===== config.mk =====
export PLATFORM = sky130hd
export DESIGN_NAME = pixel_write_arbiter
export DESIGN_NICKNAME = d
export VERILOG_FILES = /design/src/rtl/pixel_write_arbiter_pkg.sv /design/src/rtl/pixel_write_arbiter_rr_arbiter.sv /design/src/rtl/pixel_write_arbiter.sv
export SDC_FILE = /design/constraint.sdc
export NUM_CORES = 1
export LEC_CHECK = 0
export ABC_CLOCK_PERIOD_IN_PS = 4600
export BUFFER_PORTS_ARGS = -buffer_cell sky130_fd_sc_hd__buf_4
export CORE_UTILIZATION = 35
export CTS_CLUSTER_SIZE = 20
export DETAILED_ROUTE_END_ITERATION = 10
export MAX_ROUTING_LAYER = met4
export SLEW_MARGIN = 30
export SYNTH_ARGS = -nofsm -noshare
export SYNTH_HDL_FRONTEND = slang
export SYNTH_HIERARCHICAL = 1
export SYNTH_SLANG_ARGS = --single-unit

===== constraint.sdc =====
create_clock -name clk -period 4.6 [get_ports clk]
set_input_delay 0.46 -clock clk [delete_from_list [all_inputs] [get_ports clk]]
set_output_delay 0.46 -clock clk [all_outputs]
set_load 0.05 [all_outputs]

===== src/rtl/pixel_write_arbiter_pkg.sv =====
// Shared definitions for the pixel write arbiter: framebuffer geometry
// defaults, requester indices and FSM state encoding.
// Imported by pixel_write_arbiter and its testbench.
package pixel_write_arbiter_pkg;

    localparam int DEF_HOR_ACTIVE_PIXELS = 640;
    localparam int DEF_VER_ACTIVE_PIXELS = 480;

    // Requester slots on the packed request buses
    localparam int REQ_FILL   = 0;
    localparam int REQ_SYMBOL = 1;
    localparam int REQ_PLOT   = 2;

    typedef enum logic {
        STATE_IDLE  = 1'b0,
        STATE_GRANT = 1'b1
    } state_e;

endpackage


===== src/rtl/pixel_write_arbiter_rr_arbiter.sv =====
// Purpose: cyclic priority select over a valid vector, starting at ptr.
// Latency: combinational.
// Backpressure: none; pure select logic.
// Ports: valid (request vector), ptr (highest-priority index),
//        grant (one-hot winner, zero if nothing valid), grant_idx (winner index).
module rr_arbiter #(
    parameter int N_REQ = 3,
    parameter int IDX_W = 2
) (
    input  logic [N_REQ-1:0] valid,
    input  logic [IDX_W-1:0] ptr,
    output logic [N_REQ-1:0] grant,
    output logic [IDX_W-1:0] grant_idx
);

    logic [IDX_W-1:0] cand;

    // Walk from the farthest offset back to ptr so the nearest valid
    // index at or after ptr is the last one written and wins.
    always_comb begin
        grant     = '0;
        grant_idx = '0;
        cand      = '0;
        for (int off = N_REQ - 1; off >= 0; off--) begin
            cand = IDX_W'((int'(ptr) + off) % N_REQ);
            if (valid[cand]) begin
                grant       = '0;
                grant[cand] = 1'b1;
                grant_idx   = cand;
            end
        end
    end

endmodule


===== src/rtl/pixel_write_arbiter.sv =====
// Purpose: shares the framebuffer write port among fill/symbol/plot drawers, round-robin per burst, owns front/back swap.
// Latency: one cycle from accepted beat to fb_we; one pixel per cycle while fb_ready is high.
// Backpressure: owner's req_ready follows out_free (~fb_we | fb_ready); fb_we/fb_addr/fb_data hold while stalled.
// Ports: clk/rst (sync, active-high); req_valid/req_last/req_x/req_y/req_color in, req_ready out per requester;
//        fb_we/fb_addr/fb_data out with fb_ready in; swap_req in, swap_ack/front_buffer out; busy out.
// Optional: PIXEL_CLIP_EN drops off-screen beats (still accepted) and adds the saturating clip_count output.
module pixel_write_arbiter
    import pixel_write_arbiter_pkg::*;
#(
    parameter int HOR_ACTIVE_PIXELS = DEF_HOR_ACTIVE_PIXELS,
    parameter int VER_ACTIVE_PIXELS = DEF_VER_ACTIVE_PIXELS,
    parameter int COLOR_WIDTH       = 1,
    parameter int N_REQ             = 3,
    localparam int X_WIDTH    = $clog2(HOR_ACTIVE_PIXELS),
    localparam int Y_WIDTH    = $clog2(VER_ACTIVE_PIXELS),
    localparam int ADDR_WIDTH = $clog2(2 * HOR_ACTIVE_PIXELS * VER_ACTIVE_PIXELS)
) (
    input  logic                         clk,
    input  logic                         rst,
    input  logic [N_REQ-1:0]             req_valid,
    input  logic [N_REQ-1:0]             req_last,
    input  logic [N_REQ*X_WIDTH-1:0]     req_x,
    input  logic [N_REQ*Y_WIDTH-1:0]     req_y,
    input  logic [N_REQ*COLOR_WIDTH-1:0] req_color,
    output logic [N_REQ-1:0]             req_ready,
    output logic                         fb_we,
    output logic [ADDR_WIDTH-1:0]        fb_addr,
    output logic [COLOR_WIDTH-1:0]       fb_data,
    input  logic                         fb_ready,
    input  logic                         swap_req,
    output logic                         swap_ack,
    output logic                         front_buffer,
`ifdef PIXEL_CLIP_EN
    output logic [15:0]                  clip_count,
`endif
    output logic                         busy
);

    localparam int IDX_W = $clog2(N_REQ);
    localparam logic [ADDR_WIDTH-1:0] BUF_PIXELS  = ADDR_WIDTH'(HOR_ACTIVE_PIXELS * VER_ACTIVE_PIXELS);
    localparam logic [ADDR_WIDTH-1:0] LINE_PIXELS = ADDR_WIDTH'(HOR_ACTIVE_PIXELS);

    state_e                  state_q, state_d;
    logic [IDX_W-1:0]        owner_q, owner_d;
    logic [IDX_W-1:0]        rr_ptr_q, rr_ptr_d;
    logic                    fb_we_q, fb_we_d;
    logic [ADDR_WIDTH-1:0]   fb_addr_q, fb_addr_d;
    logic [COLOR_WIDTH-1:0]  fb_data_q, fb_data_d;
    logic                    swap_ack_q, swap_ack_d;
    logic                    front_q, front_d;

    logic [N_REQ-1:0]        arb_grant;
    logic [IDX_W-1:0]        arb_idx;

    logic                    sel_valid;
    logic                    sel_last;
    logic [X_WIDTH-1:0]      sel_x;
    logic [Y_WIDTH-1:0]      sel_y;
    logic [COLOR_WIDTH-1:0]  sel_color;

    logic                    out_free;
    logic                    beat_acc;
    logic                    beat_fwd;
    logic [ADDR_WIDTH-1:0]   pix_addr;

    rr_arbiter #(
        .N_REQ (N_REQ),
        .IDX_W (IDX_W)
    ) u_rr_arbiter (
        .valid     (req_valid),
        .ptr       (rr_ptr_q),
        .grant     (arb_grant),
        .grant_idx (arb_idx)
    );

    // Current owner's request fields
    always_comb begin
        sel_valid = 1'b0;
        sel_last  = 1'b0;
        sel_x     = '0;
        sel_y     = '0;
        sel_color = '0;
        for (int i = 0; i < N_REQ; i++) begin
            if (owner_q == IDX_W'(i)) begin
                sel_valid = req_valid[i];
                sel_last  = req_last[i];
                sel_x     = req_x[i*X_WIDTH +: X_WIDTH];
                sel_y     = req_y[i*Y_WIDTH +: Y_WIDTH];
                sel_color = req_color[i*COLOR_WIDTH +: COLOR_WIDTH];
            end
        end
    end

    assign out_free = ~fb_we_q | fb_ready;
    assign beat_acc = (state_q == STATE_GRANT) & sel_valid & out_free;

    // Writes always target the back buffer, i.e. the one not being scanned out.
    assign pix_addr = (front_q ? '0 : BUF_PIXELS)
                    + ADDR_WIDTH'(sel_y) * LINE_PIXELS
                    + ADDR_WIDTH'(sel_x);

`ifdef PIXEL_CLIP_EN
    localparam logic [X_WIDTH:0] X_LIMIT = (X_WIDTH + 1)'(HOR_ACTIVE_PIXELS);
    localparam logic [Y_WIDTH:0] Y_LIMIT = (Y_WIDTH + 1)'(VER_ACTIVE_PIXELS);

    logic        clip_beat;
    logic [15:0] clip_count_q, clip_count_d;

    // Extra top bit keeps the limit intact when the size is a power of two.
    assign clip_beat = ({1'b0, sel_x} >= X_LIMIT) | ({1'b0, sel_y} >= Y_LIMIT);
    assign beat_fwd  = beat_acc & ~clip_beat;

    always_comb begin
        clip_count_d = clip_count_q;
        if (beat_acc && clip_beat && (clip_count_q != 16'hFFFF)) begin
            clip_count_d = clip_count_q + 16'd1;
        end
    end

    always_ff @(posedge clk) begin
        if (rst) begin
            clip_count_q <= '0;
        end else begin
            clip_count_q <= clip_count_d;
        end
    end

    assign clip_count = clip_count_q;
`else
    assign beat_fwd = beat_acc;
`endif

    // Next-state logic for the grant FSM, output register and buffer select
    always_comb begin
        state_d    = state_q;
        owner_d    = owner_q;
        rr_ptr_d   = rr_ptr_q;
        fb_we_d    = fb_we_q;
        fb_addr_d  = fb_addr_q;
        fb_data_d  = fb_data_q;
        swap_ack_d = 1'b0;
        front_d    = front_q;

        // A clipped beat is consumed like any other but leaves the port idle;
        // out_free guaranteed any previous write has already been taken.
        if (beat_fwd) begin
            fb_we_d   = 1'b1;
            fb_addr_d = pix_addr;
            fb_data_d = sel_color;
        end else if (beat_acc || fb_ready) begin
            fb_we_d = 1'b0;
        end

        case (state_q)
            STATE_IDLE: begin
                // Swap only with the write port drained so no pixel of the
                // finished frame lands in the buffer now being displayed.
                if (swap_req && !fb_we_q) begin
                    front_d    = ~front_q;
                    swap_ack_d = 1'b1;
                end else if (|arb_grant) begin
                    owner_d = arb_idx;
                    state_d = STATE_GRANT;
                end
            end
            STATE_GRANT: begin
                if (beat_acc && sel_last) begin
                    rr_ptr_d = (owner_q == IDX_W'(N_REQ - 1)) ? '0 : owner_q + 1'b1;
                    state_d  = STATE_IDLE;
                end
            end
            default: state_d = STATE_IDLE;
        endcase
    end

    always_ff @(posedge clk) begin
        if (rst) begin
            state_q    <= STATE_IDLE;
            owner_q    <= '0;
            rr_ptr_q   <= '0;
            fb_we_q    <= 1'b0;
            fb_addr_q  <= '0;
            fb_data_q  <= '0;
            swap_ack_q <= 1'b0;
            front_q    <= 1'b0;
        end else begin
            state_q    <= state_d;
            owner_q    <= owner_d;
            rr_ptr_q   <= rr_ptr_d;
            fb_we_q    <= fb_we_d;
            fb_addr_q  <= fb_addr_d;
            fb_data_q  <= fb_data_d;
            swap_ack_q <= swap_ack_d;
            front_q    <= front_d;
        end
    end

    always_comb begin
        req_ready = '0;
        if (state_q == STATE_GRANT) begin
            for (int i = 0; i < N_REQ; i++) begin
                if (owner_q == IDX_W'(i)) begin
                    req_ready[i] = out_free;
                end
            end
        end
    end

    assign fb_we        = fb_we_q;
    assign fb_addr      = fb_addr_q;
    assign fb_data      = fb_data_q;
    assign swap_ack     = swap_ack_q;
    assign front_buffer = front_q;
    assign busy         = (state_q == STATE_GRANT) | fb_we_q;

endmodule


Word-level counts from Yosys, hierarchy flattened
Cells that the tools add are included.
{ "totals": {"register_bits": 29, "latch_bits": 0, "ramBits": 0, "rom_bits": 0, "inputBits": 70, "output_inout_bits": 28, "word_cells": 93, "memories": 0} }
{ "op_classes": {"add_sub_neg": 5, "multipliers": 1, "div_mod_pow": 3, "n_lt_le_gt_ge": 6, "eq_ne": 2, "shifts": 0, "mux": 46, "n_bitwise": 8, "reduce_logical": 14} }
{ "op_table": {"columns": ["operator", "n"], "rows": [
  ["32-bit by 3-bit remainder unit with 32-bit output, second input constant", 2],
  ["3-bit by 3-bit remainder unit with 32-bit output, second input constant", 1],
  ["10-bit 2-to-1 mux", 3],
  ["9-bit 2-to-1 mux", 3],
  ["1-bit 2-to-1 mux", 24],
  ["19-bit by 19-bit adder with 20-bit output", 1],
  ["20-bit by 10-bit adder with 20-bit output", 1],
  ["19-bit 2-to-1 mux", 1],
  ["9-bit by 3-bit multiplier with 12-bit output, second input constant", 1],
  ["3-bit 2-to-1 mux", 4],
  ["2-bit by 3-bit < comparator with 1-bit output, second input constant", 3],
  ["2-bit 2-to-1 mux", 4],
  ["1-bit binary-select mux with 2-bit select", 3],
  ["1-bit demux with 2-bit select", 3],
  ["2-bit by 1-bit greater-or-equal comparator with 1-bit output, second input constant", 3],
  ["1-bit logical AND", 5],
  ["1-bit NOT", 4],
  ["2-bit AND reduction", 2],
  ["2-bit by 1-bit adder with 3-bit output, second input constant", 1],
  ["2-bit by 2-bit adder with 3-bit output, second input constant", 1],
  ["3-bit AND reduction", 1],
  ["3-bit OR reduction", 1],
  ["2-bit by 1-bit adder with 2-bit output, second input constant", 1],
  ["1-bit bitwise AND", 2],
  ["other kinds (9)", 10]
]} }

Depth between registers and ports, before layout
{ "logic_depth": {"depth_word": 13, "depth_mapped": 16, "depth_no_buf": 14} }

Cells and area by module
The synthesis kept the hierarchy.
{ "modules_own_cells": {"columns": ["mod", "instances", "cells_each", "area_each_um2", "seq_area_each_um2"], "rows": [
  ["pixel_write_arbiter", 1, 267, 2212.1, 580.6],
  ["rr_arbiter", 1, 50, 356.6, 0.0]
]} }

Worst setup path after synthesis
OpenSTA, ideal clock, no wires.
{ "synth_path": {"path_kind": "reg2reg", "startpoint": "register owner_q[0]", "endpoint": "register fb_addr_q[18], in the netlist fb_addr[18]", "setup_time_ns": 0.091, "arrival_time_ns": 4.091, "required_ns": 4.509, "path_slack_ns": 0.418, "stages_incl_launch_ff": 17, "path_buffers": 3, "synth_period_minus_slack_ns": 4.182, "cell_sequence": "dfxtp_1 buf_2 buf_2 buf_1 mux2i_1 o21ai_0 ha_1 ha_1 a21o_1 a21oi_1 xnor2_1 ha_1 nand4_1 o21ai_0 a31oi_1 or4_1 a311oi_1"} }
{ "synth_via": {"elab_chain_cells": 7, "elab_cells_between_ends": 17, "cone_classes": "add/sub (2); mul (1); eq/ne (2); mux (9); bitwise (2); reduce/logical (1)"} }
{ "synth_rtl": {"columns": ["item", "line_no", "text"], "rows": [
  ["start, declared", "pixel_write_arbiter.sv:44", "logic [IDX_W-1:0] owner_q, owner_d;"],
  ["start signal, assigned", "pixel_write_arbiter.sv:188", "owner_q <= owner_d;"],
  ["2-bit logical NOT", "pixel_write_arbiter.sv:84", "if (owner_q == IDX_W'(i)) begin"],
  ["9-bit 2-to-1 mux (3 in series)", "pixel_write_arbiter.sv:84", null],
  ["9-bit by 3-bit multiplier with 12-bit output", "pixel_write_arbiter.sv:99", "+ ADDR_WIDTH'(sel_y) * LINE_PIXELS"],
  ["19-bit by 19-bit adder with 20-bit output", "pixel_write_arbiter.sv:99", null],
  ["20-bit by 10-bit adder with 20-bit output", "pixel_write_arbiter.sv:100", "+ ADDR_WIDTH'(sel_x);"],
  ["end signal, assigned", "pixel_write_arbiter.sv:191", "fb_addr_q <= fb_addr_d;"],
  ["end, declared", "pixel_write_arbiter.sv:47", "logic [ADDR_WIDTH-1:0] fb_addr_q, fb_addr_d;"]
]} }
Several ways; a longest one is shown, not always the timed one.
A chain may end at the register's enable or synchronous reset.

Worst setup path in the final report
Ends and elaborated chain as after synthesis.

==> impl_metrics.py <==
metrics = {
    "outcome": {
        "status": "complete, no violations",
    },
    "floorplan": {
        "ios": 98,
        "rows": 30,
        "die_h_um": 87.7,
        "design.core.area_um2": 6940,
        "die_w_um": 87.7,
        "die-area_um2": 7690,
        "initial_utilization_pct": 37.0,
    },
    "yosys": {
        "synthFlopType": "dfxtp_1",
        "synthDistinctLibCells": 54,
        "synth-edff-count": 0,
        "yosys_warnings": 6,
        "async_reset_ff_share_pct": 0,
        "ys_ff_latch": 29,
        "ys_seq_area_share_pct": 22.6,
        "syn_area_um2": 2570,
        "syn-mean-instance-area_um2": 8.10,
        "synthCells": 317,
        "synth_nets": 412,
    },
    "finish": {
        "final_common_cell": "buf_4",
        "final_cell_mix": "101 x buf_4, 47 x nor2_1, 31 x mux2i_1",
        "antenna_cells": 0,
        "drive_above_1_share_pct": 30.2,
        "fin_nets": 501,
        "synthToLayoutAreaGrowth_pct": 33.5,
    },
    "power_and_ir_drop": {
        "power.density_nw_per_um2": 334,
        "leakage_nw": 1.47,
        "netSwitchingFraction_pct": 42.8,
        "p_int_mw": 0.655,
        "power_switching_mw": 0.490,
        "vdd_drop_max_mv": 0.155,
        "pwr-share-seq_pct": 25.8,
        "power.share.clock_pct": 17.6,
        "pwr-share-comb_pct": 56.5,
    },
    "clocking": {
        "cts_root_buffer": "clkbuf_8",
        "h-tree-depth": 2,
        "cts_resized": 0,
        "numCtsBuffers": 5,
        "post_cts_buffers": 0,
        "ctsHoldBuffers": 0,
        "clkSinkCount": 29,
        "cts.clk_slew.worst_paths_ns": 0.06,
        "clk_latency_ns": 0.29,
        "cts_max_path_buffers": 2,
        "cts_tree": "yes",
    },
    "critical_path": {
        "end_kind": "flip-flop",
        "cp-start-kind": "flip-flop",
        "critPathArrivalTime_ns": 4.29,
        "reg2reg_depth": 14,
        "crit_type": "flip-flop to flip-flop",
        "crit_required_ns": 4.80,
        "crit_fanout": 19,
    },
    "grt": {
        "grt_pass1_vias": 2414,
        "grt_max_degree": 31,
        "grtUsageTotal_pct": 18.9,
        "grt_pass1_wl_um": 11100,
        "grt_overflow": 0,
        "antenna_found_initial": 0,
    },
    "timing": {
        "fmaxAchievable_ghz": 0.244,
        "setup_tns_ns": 0,
        "holdWs_ns": 0.457,
        "finalHoldViolCount": 0,
        "drv_slew": 0,
        "period_share_pct": 89.0,
        "fin_crit_ns": 4.09,
        "relSlewSlack_pct": 61.6,
        "setup_viol": 0,
        "finalClockSkew_ns": 0.00910,
        "worst-slew-pin-transition_ns": 0.574,
        "rsz0062_at_grt": "false",
        "fin_ws_ns": 0.506,
    },
    "route": {
        "first_pass_iters": 4,
        "drt-vias-per-instance": 5.00,
        "totalWireLength_um": 6830,
        "vias": 2515,
        "drtIter0Drc": 125,
        "drc": 0,
        "antenna_left": 0,
        "routedWlPerCell_um": 13.6,
    },
    "placement": {
        "dp_hpwl_um": 5380,
        "dp_slack_ns": 0.507,
        "numPortBuffers": 97,
        "place_congestion": 0.861,
    },
    "worst_hold_path": {
        "holdPathStages": 3,
        "hp-class": "input port to flip-flop",
    },
    "job": {
        "maxCapViolCount": 0,
    },
}
[cell families after synthesis]
family | Yosys count | synth area share [%]
adders and majority gates | 25 | 12.8
xor gates and xnor gates | 16 | 5.46
AOI/OAI and AO/OA | 84 | 22.0
buffers and inverters | 31 | 6.04
DFF | 29 | 22.6
and+or+nand+nor | 100 | 18.6
muxes | 32 | 12.6
[power by group through the flow]
stage | combinational [mW] | clock, mW | sequential, mW
finish | 0.647 | 0.202 | 0.295
global route | 0.718 | 0.219 | 0.299
CTS | 0.653 | 0.207 | 0.296
detailed placement | 0.649 | 0 | 0.302
global placement | 0.645 | 0 | 0.301
floorplan | 0.401 | 0 | 0.379
[critical path, cell delays in order, from the launching register on]
cell and delay, ns:
dfxtp_2 0.49, buf_4 0.36, mux2i_1 0.23, o21ai_0 0.13, ha_1 0.37, ha_1 0.31
a21o_1 0.19, a21oi_1 0.19, xnor2_1 0.10, ha_1 0.33, nand4_1 0.12, o21ai_0 0.26
a31oi_1 0.18, or4_1 0.49, a311oi_1 0.25
[per-stage QoR]
step	util [%]	instance area (µm²)	total power, mW	instances
global placement	48.2	3350	0.945	495
finish	49.4	3430	1.14	503
global route	49.4	3430	1.24	503
floorplan	-	2570	0.780	317
CTS	49.4	3430	1.16	503
detailed placement	48.2	3350	0.951	495
[final cells by class]
class	count	area, µm²
Fill cell	674	3520
Sequential cell	29	582
Multi-Input combinational cell	257	1840
Tap cell	96	120
Inverter	12	47.5
Clock buffer	6	72.6
Clock inverter	2	10.0
Timing Repair Buffer	101	758
[cell usage after synthesis (2+ instances only)]
master | number | share of area [%]
a311oi_1 | 2 | 0.68
nor2_1 | 47 | 6.9
a21o_1 | 5 | 1.5
clkbuf_1 | 8 | 1.2
nor2b_1 | 8 | 1.9
buf_6 | 4 | 1.8
dfxtp_1 | 29 | 23
a211oi_1 | 12 | 3.5
ha_1 | 23 | 11
fa_1 | 2 | 1.6
o21ai_0 | 17 | 3.3
nor3b_1 | 3 | 0.88
inv_1 | 11 | 1.6
nor3_1 | 5 | 0.97
o2bb2ai_1 | 2 | 0.68
xor2_1 | 6 | 2.0
buf_1 | 2 | 0.29
a31oi_1 | 4 | 0.97
o21a_1 | 2 | 0.58
buf_2 | 5 | 0.97
o22ai_1 | 3 | 0.73
o21bai_1 | 2 | 0.58
nand2_1 | 21 | 3.1
a21oi_1 | 22 | 4.3
o21ai_2 | 2 | 0.68
mux2i_1 | 31 | 12
xnor2_1 | 10 | 3.4
nand2b_1 | 3 | 0.73
[worst paths after layout]
check              start           to  slack (ns)
min             swap_req     swap_ack        0.46
max reg2reg   owner_q[0]  fb_addr[18]        0.51
min reg2reg  fb_addr[16]  fb_addr[16]        0.49
max           owner_q[0]  fb_addr[18]        0.51
[state kept, by name, summed over array words and instances, names as in the netlist]
signal and count:
fb_data 1, state_q 1, fb_we 1, owner_q 2, rr_ptr_q 2, fb_addr 20
swap_ack 1, front_buffer 1
[layer usage]
| metal | GRT usage, % | routed length [µm] |
|---|---|---|
| met3 | 3.20 | 301 |
| met2 | 30.5 | 3270 |
| met4 | 5.51 | 59 |
| met1 | 24.1 | 3200 |
| met5 | - | 0 |
(Power assumes the default switching activity.)
